--- src/rtl/dm_arbiter_pkg.sv ---
// Shared types and constants for the two-master data-memory arbiter.
// Holds the FSM state encoding, default memory depth and master indices.
package dm_arbiter_pkg;

    typedef enum logic [1:0] {
        IDLE = 2'd0,
        OWN0 = 2'd1,
        OWN1 = 2'd2
    } state_t;

    localparam int DEPTH_DEF = 10;
    localparam int BURST_DEF = 8;

    localparam logic MST0 = 1'b0;
    localparam logic MST1 = 1'b1;

endpackage

--- src/rtl/dm_arbiter_if.sv ---
// Per-master access bundle: req/lock/we/addr/din command, gnt/rvalid/rdata/err reply.
// master modport is the requesting side, slave modport is the arbiter side.
interface dm_arbiter_if;

    logic        req;
    logic        lock;
    logic        we;
    logic [7:0]  addr;
    logic [15:0] din;
    logic        gnt;
    logic        rvalid;
    logic [15:0] rdata;
    logic        err;

    modport master (
        output req, lock, we, addr, din,
        input  gnt, rvalid, rdata, err
    );

    modport slave (
        input  req, lock, we, addr, din,
        output gnt, rvalid, rdata, err
    );

endinterface

--- src/rtl/dm_arbiter_rr_pick2.sv ---
// Two-way round-robin picker: a lone requester wins, a tie goes to the non-last owner.
// Ports: req[1:0] requests, last = previous owner, owner = winner, valid = any request.
module rr_pick2
    import dm_arbiter_pkg::*;
(
    input  logic [1:0] req,
    input  logic       last,
    output logic       owner,
    output logic       valid
);

    always_comb begin
        owner = MST0;
        unique case (1'b1)
            (req == 2'b10): owner = MST1;
            (req == 2'b11): owner = ~last;
            default:        owner = MST0;
        endcase
    end

    assign valid = |req;

endmodule

--- src/rtl/dm_arbiter.sv ---
// Data-memory arbiter between core (m0) and loader/debug port (m1), with lock bursts.
// Ports: clk, reset (async active-low), m0/m1 slave bundles, dm_addr/dm_din/dm_we/dm_dout.
module dm_arbiter
    import dm_arbiter_pkg::*;
#(
    parameter int DEPTH     = DEPTH_DEF,
    parameter int BURST_MAX = BURST_DEF
) (
    input  logic         clk,
    input  logic         reset,
    dm_arbiter_if.slave  m0,
    dm_arbiter_if.slave  m1,
    output logic [7:0]   dm_addr,
    output logic [15:0]  dm_din,
    output logic         dm_we,
    input  logic [15:0]  dm_dout
);

    localparam int             CW    = $clog2(BURST_MAX + 1);
    localparam logic [CW-1:0]  CMAX  = CW'(BURST_MAX);
    localparam logic [8:0]     LIMIT = 9'(DEPTH);

    state_t        r_state;
    logic          r_last;
    logic [CW-1:0] r_cnt;
    logic          r_rv0, r_rv1;
    logic          r_err0, r_err1;
    logic [15:0]   r_rd0, r_rd1;

    logic          w_gnt0, w_gnt1, w_gnt;
    logic          w_we;
    logic [7:0]    w_addr;
    logic [15:0]   w_din;
    logic          w_inr;
    logic          w_last_eff;
    logic          w_pick, w_pvld;
    logic          w_keep;
    logic [CW-1:0] w_cnt_inc, w_cnt_nxt;
    state_t        w_nxt;

    assign w_gnt0 = (r_state == OWN0) && m0.req;
    assign w_gnt1 = (r_state == OWN1) && m1.req;
    assign w_gnt  = w_gnt0 | w_gnt1;

    // Command mux follows the owner, not the grant, so IDLE drives zeros.
    always_comb begin
        w_we   = 1'b0;
        w_addr = '0;
        w_din  = '0;
        unique case (1'b1)
            (r_state == OWN0): begin
                w_we   = m0.we;
                w_addr = m0.addr;
                w_din  = m0.din;
            end
            (r_state == OWN1): begin
                w_we   = m1.we;
                w_addr = m1.addr;
                w_din  = m1.din;
            end
            default: ;
        endcase
    end

    assign w_inr   = {1'b0, w_addr} < LIMIT;
    assign dm_addr = w_addr;
    assign dm_din  = w_din;
    assign dm_we   = w_gnt && w_we && w_inr;

    // While owning, the current owner is the one that must yield a tie.
    always_comb begin
        w_last_eff = r_last;
        unique case (1'b1)
            (r_state == OWN0): w_last_eff = MST0;
            (r_state == OWN1): w_last_eff = MST1;
            default: ;
        endcase
    end

    rr_pick2 u_rr (
        .req   ({m1.req, m0.req}),
        .last  (w_last_eff),
        .owner (w_pick),
        .valid (w_pvld)
    );

    // Count includes this cycle's grant, so the cap allows BURST_MAX grants.
    assign w_cnt_inc = (w_gnt && (r_cnt != CMAX)) ? r_cnt + 1'b1 : r_cnt;

    always_comb begin
        w_keep = 1'b0;
        unique case (1'b1)
            (r_state == OWN0):
                w_keep = m0.req && m0.lock && (!m1.req || (w_cnt_inc < CMAX));
            (r_state == OWN1):
                w_keep = m1.req && m1.lock && (!m0.req || (w_cnt_inc < CMAX));
            default: ;
        endcase
    end

    always_comb begin
        w_nxt = IDLE;
        if (w_pvld) begin
            if (w_keep) w_nxt = r_state;
            else        w_nxt = (w_pick == MST1) ? OWN1 : OWN0;
        end
    end

    assign w_cnt_nxt = ((w_nxt == r_state) && (r_state != IDLE)) ? w_cnt_inc : '0;

    always_ff @(posedge clk or negedge reset) begin
        if (!reset) begin
            r_state <= IDLE;
            r_last  <= MST1;
            r_cnt   <= '0;
            r_rv0   <= 1'b0;
            r_rv1   <= 1'b0;
            r_err0  <= 1'b0;
            r_err1  <= 1'b0;
            r_rd0   <= '0;
            r_rd1   <= '0;
        end else begin
            r_state <= w_nxt;
            r_last  <= w_last_eff;
            r_cnt   <= w_cnt_nxt;
            r_rv0   <= w_gnt0 && !m0.we && w_inr;
            r_rv1   <= w_gnt1 && !m1.we && w_inr;
            r_err0  <= w_gnt0 && !w_inr;
            r_err1  <= w_gnt1 && !w_inr;
            if (w_gnt0 && !m0.we && w_inr) r_rd0 <= dm_dout;
            if (w_gnt1 && !m1.we && w_inr) r_rd1 <= dm_dout;
        end
    end

    assign m0.gnt    = w_gnt0;
    assign m1.gnt    = w_gnt1;
    assign m0.rvalid = r_rv0;
    assign m1.rvalid = r_rv1;
    assign m0.rdata  = r_rd0;
    assign m1.rdata  = r_rd1;
    assign m0.err    = r_err0;
    assign m1.err    = r_err1;

endmodule

--- src/flat_wrapper.sv ---
// flat-port wrapper written by rule: the top's interface ports become plain ports
module dm_arbiter_flat import dm_arbiter_pkg::*;
#(
    parameter int DEPTH     = DEPTH_DEF,
    parameter int BURST_MAX = BURST_DEF
)
  (clk, reset, dm_addr, dm_din, dm_we, dm_dout, m0_req, m0_lock, m0_we, m0_addr, m0_din, m0_gnt, m0_rvalid, m0_rdata, m0_err, m1_req, m1_lock, m1_we, m1_addr, m1_din, m1_gnt, m1_rvalid, m1_rdata, m1_err);
  dm_arbiter_if m0_i ();
  dm_arbiter_if m1_i ();
  input  logic clk;
  input  logic reset;
  output logic [7:0] dm_addr;
  output logic [15:0] dm_din;
  output logic dm_we;
  input  logic [15:0] dm_dout;
  input wire logic [$bits(m0_i.req)-1:0] m0_req;
  input wire logic [$bits(m0_i.lock)-1:0] m0_lock;
  input wire logic [$bits(m0_i.we)-1:0] m0_we;
  input wire logic [$bits(m0_i.addr)-1:0] m0_addr;
  input wire logic [$bits(m0_i.din)-1:0] m0_din;
  output wire logic [$bits(m0_i.gnt)-1:0] m0_gnt;
  output wire logic [$bits(m0_i.rvalid)-1:0] m0_rvalid;
  output wire logic [$bits(m0_i.rdata)-1:0] m0_rdata;
  output wire logic [$bits(m0_i.err)-1:0] m0_err;
  input wire logic [$bits(m1_i.req)-1:0] m1_req;
  input wire logic [$bits(m1_i.lock)-1:0] m1_lock;
  input wire logic [$bits(m1_i.we)-1:0] m1_we;
  input wire logic [$bits(m1_i.addr)-1:0] m1_addr;
  input wire logic [$bits(m1_i.din)-1:0] m1_din;
  output wire logic [$bits(m1_i.gnt)-1:0] m1_gnt;
  output wire logic [$bits(m1_i.rvalid)-1:0] m1_rvalid;
  output wire logic [$bits(m1_i.rdata)-1:0] m1_rdata;
  output wire logic [$bits(m1_i.err)-1:0] m1_err;
  assign m0_i.req = m0_req;
  assign m0_i.lock = m0_lock;
  assign m0_i.we = m0_we;
  assign m0_i.addr = m0_addr;
  assign m0_i.din = m0_din;
  assign m0_gnt = m0_i.gnt;
  assign m0_rvalid = m0_i.rvalid;
  assign m0_rdata = m0_i.rdata;
  assign m0_err = m0_i.err;
  assign m1_i.req = m1_req;
  assign m1_i.lock = m1_lock;
  assign m1_i.we = m1_we;
  assign m1_i.addr = m1_addr;
  assign m1_i.din = m1_din;
  assign m1_gnt = m1_i.gnt;
  assign m1_rvalid = m1_i.rvalid;
  assign m1_rdata = m1_i.rdata;
  assign m1_err = m1_i.err;
  dm_arbiter #(.DEPTH(DEPTH), .BURST_MAX(BURST_MAX)) u_core (.clk(clk), .reset(reset), .m0(m0_i), .m1(m1_i), .dm_addr(dm_addr), .dm_din(dm_din), .dm_we(dm_we), .dm_dout(dm_dout));
endmodule
--- config.mk ---
export PLATFORM = sky130hd
export DESIGN_NAME = dm_arbiter_flat
export DESIGN_NICKNAME = d
export VERILOG_FILES = /design/src/rtl/dm_arbiter_pkg.sv /design/src/rtl/dm_arbiter_if.sv /design/src/rtl/dm_arbiter_rr_pick2.sv /design/src/rtl/dm_arbiter.sv /design/src/flat_wrapper.sv
export SDC_FILE = /design/constraint.sdc
export NUM_CORES = 1
export LEC_CHECK = 0
export ABC_AREA = 1
export CORE_ASPECT_RATIO = 0.5
export CORE_MARGIN = 4
export CORE_UTILIZATION = 38
export DETAILED_ROUTE_END_ITERATION = 10
export PLACE_DENSITY_LB_ADDON = 0.08
export SLEW_MARGIN = 30
export SYNTH_ARGS = -nofsm -noshare
export SYNTH_HDL_FRONTEND = slang
export SYNTH_HIERARCHICAL = 1
export SYNTH_SLANG_ARGS = --single-unit
--- constraint.sdc ---
create_clock -name clk -period 3.35 [get_ports clk]
set_input_delay 0.335 -clock clk [delete_from_list [all_inputs] [get_ports clk]]
set_output_delay 0.335 -clock clk [all_outputs]
set_load 0.01 [all_outputs]
==> flow_summary.yaml <==
status:
  status: "finished, final reports clean"
yosys:
  ys_ff_latch: 43
  synthDistinctLibCells: 30
  synth_fp_nets: 329
  yosys.cell_count.top_type: "nand2_1"
  synth_edf_count: 0
  synthCells: 252
  synth_top_area_share: 0.467
  postSynth.asyncResetShare: 1.00
  seq_area_frac_synth: 0.479
  yosys_warnings: 6
  synth_area_leaders: "dfrtp_1 (47%), a32o_1 (8.9%), nand2_1 (7.7%)"
  synth.avg_cell_area_um2: 8.92
  synth.top_cells.by_count: "nand2_1 (46), dfrtp_1 (42), inv_1 (36)"
  most_area_hungry_cell_type_in_the_yosys_netlist: "dfrtp_1"
  mappedNetlistArea_mm2: 0.00225
  synth_flop_cell: "dfrtp_1"
floorplan:
  core_region_area_mm2: 0.00561
  die_area_mm2: 0.00729
  die_height_um: 62.4
  floorplan.io_pins: 135
  initial_utilization: 0.401
  die_w_um: 117
  fp-row-count: 19
sta:
  timing_worst_slew_pin_value_ns: 0.619
  report.final.setup_viol: 0
  max-slew-margin-rel: 0.586
  final.setup.tns_ns: 0
  timing.final.ws_setup_ns: 0.262
  timing.fmax_mhz: 324
  period_share: 0.922
  final_hold_viol_count: 0
  holdWs_ns: 0.0334
  skew_ns: 0.00136
  layout_min_cycle_time_ns: 3.09
  drv_slew: 0
  unrepaired_setup_endpoints_after_global_routing: "false"
setup_path:
  worstReg2RegEnd: "u_core/m1.rdata[0]"
  worst_setup_path_end_kind: "output port"
  critPathLaunchType: "flip-flop"
  worstPathCellList: "inv_1 -> ha_1 -> buf_4 -> nand3_1 -> a21boi_1 -> inv_1 -> nor4_1 -> nand2_1 -> nor2_1 -> clkdlybuf4s50_1"
  crit_path_frequent_cell: "inv_1"
  ff2ff_setup_slack_ns: 0.67
  r2r_start: "u_core/r_state[0]"
  critical_path_required_time_ns: 3.01
  reg2reg_depth: 12
  setup.worst_path.class: "reg -> out"
  crit_buf_inv: 4
  crit_fanout: 29
  critical_path.top_delay_family: "buffers and inverters"
  crit_arrival_ns: 2.75
  timing.critical_path.slowest_cell_delay_ns: 0.57
  slowest_stage: "clkdlybuf4s50_1"
  worst-path-stages: 10
placement:
  place_ws_ns: 0.476
  portBuffers: 134
  post_dp_hpwl_um: 5350
  dpl-instance-area_mm2: 0.00360
  globalplace.congestion: 0.861
global_routing:
  grt_pass1_wl_um: 11200
  vias_in_the_first_global_route: 2201
  antenna_found_initial: 0
  grt_overflow_total: 0
  grt_start_max_net_pins: 44
  all_layer_gr_usage: 0.192
cells_and_area:
  final_layout_size_suffix_gt1_frac: 0.0868
  antenna_cells: 0
  finalNetCount: 457
  stdcell_area_mm2: 0.00376
  growth_of_design_area_from_synthesis_to_finish_pct: 67.4
clock_network:
  clk-insertion-delay-late_ns: 0.28
  cts_setup_buffers: 0
  cts_max_level: 2
  ctsHoldBuffers: 0
  postCtsResizedCells: 0
  cts_tree: "built"
  clock_path_buffers: 2
  ctsRootBufferMaster: "clkbuf_16"
  cts.sinks: 43
  clkSlewWorstSetupHoldPaths_ns: 0.06
  cts_buffers: 5
route:
  routedWlPerCell_um: 15.7
  vias_per_cell: 4.98
  routed_wirelength_um: 7110
  via_count: 2255
  drt_iter0_markers: 170
  drt.antenna.violating_nets: 0
  first_pass_iters: 4
  drc_errors: 0
power:
  max-vdd-ir-drop_mv: 0.474
  finalPower_mw: 2.52
  p_leak_nw: 1.71
  power_per_cell_area_mw_per_mm2: 668
min_path:
  worstHoldPathType: "in -> async"
run:
  maxCapViolations: 0
-- cells in the final DEF (no fill, tap or decap), types with 2 or more instances in the layout --
cell type	n
a21boi_1	2
a32o_1	20
a32oi_1	2
buf_4	2
clkbuf_16	5
clkdlybuf4s50_1	133
dfrtp_1	42
ha_1	4
inv_1	36
inv_2	4
nand2_1	46
nand2_2	9
nand2_4	4
nand3_1	9
nand4_1	3
nor2_1	7
nor3_2	4
o21ai_0	2
o21ai_1	33
xor2_1	2
-- worst max path at each step --
stage                                  from               to  slack, ns
final                     u_core/r_state[0]            dm_we       0.26
after detailed placement  u_core/r_state[1]            dm_we       0.48
after floorplan           u_core/r_state[1]  u_core/r_cnt[1]       0.90
after global placement    u_core/r_state[1]            dm_we       0.61
after CTS                 u_core/r_state[1]            dm_we       0.17
after global routing      u_core/r_state[0]            dm_we       0.01
-- per-layer routing --
layer | part of all wire | vias up | GRT usage
li1 | - | 1096 | -
met1 | 0.44 | 1064 | 0.264
met2 | 0.47 | 88 | 0.309
met3 | 0.082 | 7 | 0.0455
met4 | 0.0097 | 0 | 0.0429
met5 | 0 | - | 0
-- flip-flops by register name, summed over array words and instances, names as in the netlist --
name              cells
u_core/m0.err         1
u_core/m0.rdata      16
u_core/m0.rvalid      1
u_core/m1.err         1
u_core/m1.rdata      16
u_core/m1.rvalid      1
u_core/r_cnt          4
u_core/r_last         1
u_core/r_state        2
-- layout make-up --
class                      count  area, um2
clock buffer                   6        129
clock inverter                 1       30.0
fill                         451       1850
inverter                      42        160
multi-input combinational    153        931
sequential                    43       1080
tap                           73       91.3
timing repair buffer         135       1350
-- cell families (layout without fill, tap and decap cells) --
| kind of cell | count (synthesis) | count (layout) | share of synthesized area |
|---|---|---|---|
| compound gates | 61 | 61 | 0.188 |
| xor+xnor | 2 | 2 | 0.00779 |
| fa+ha+maj | 5 | 5 | 0.0278 |
| buf+inv | 56 | 184 | 0.108 |
| flops | 43 | 43 | 0.479 |
| simple gates | 85 | 85 | 0.190 |
-- report_power, final --
part           switching [mW]  internal (mW)  total [mW]  leakage, nW
Clock                   0.181          0.347       0.529       0.0769
Sequential              0.112          0.720       0.833        0.549
Combinational           0.523          0.631        1.15         1.09
-- stage by stage --
| stage | cells | utilization |
|---|---|---|
| finish | 453 | 0.671 |
| global route | 453 | 0.671 |
| CTS | 453 | 0.670 |
| detailed placement | 446 | 0.642 |
| global placement | 446 | 0.642 |
| floorplan | 252 | - |
-- worst reg2reg max path, delay by kind of cell, from the launching register on --
family          cells  cell delay (ns)
compound gates      2             0.25
fa+ha+maj           1             0.32
buf+inv             4             0.53
flops               1             0.38
simple gates        5             1.06
Note: power is estimated with default switching activity, not from simulation.
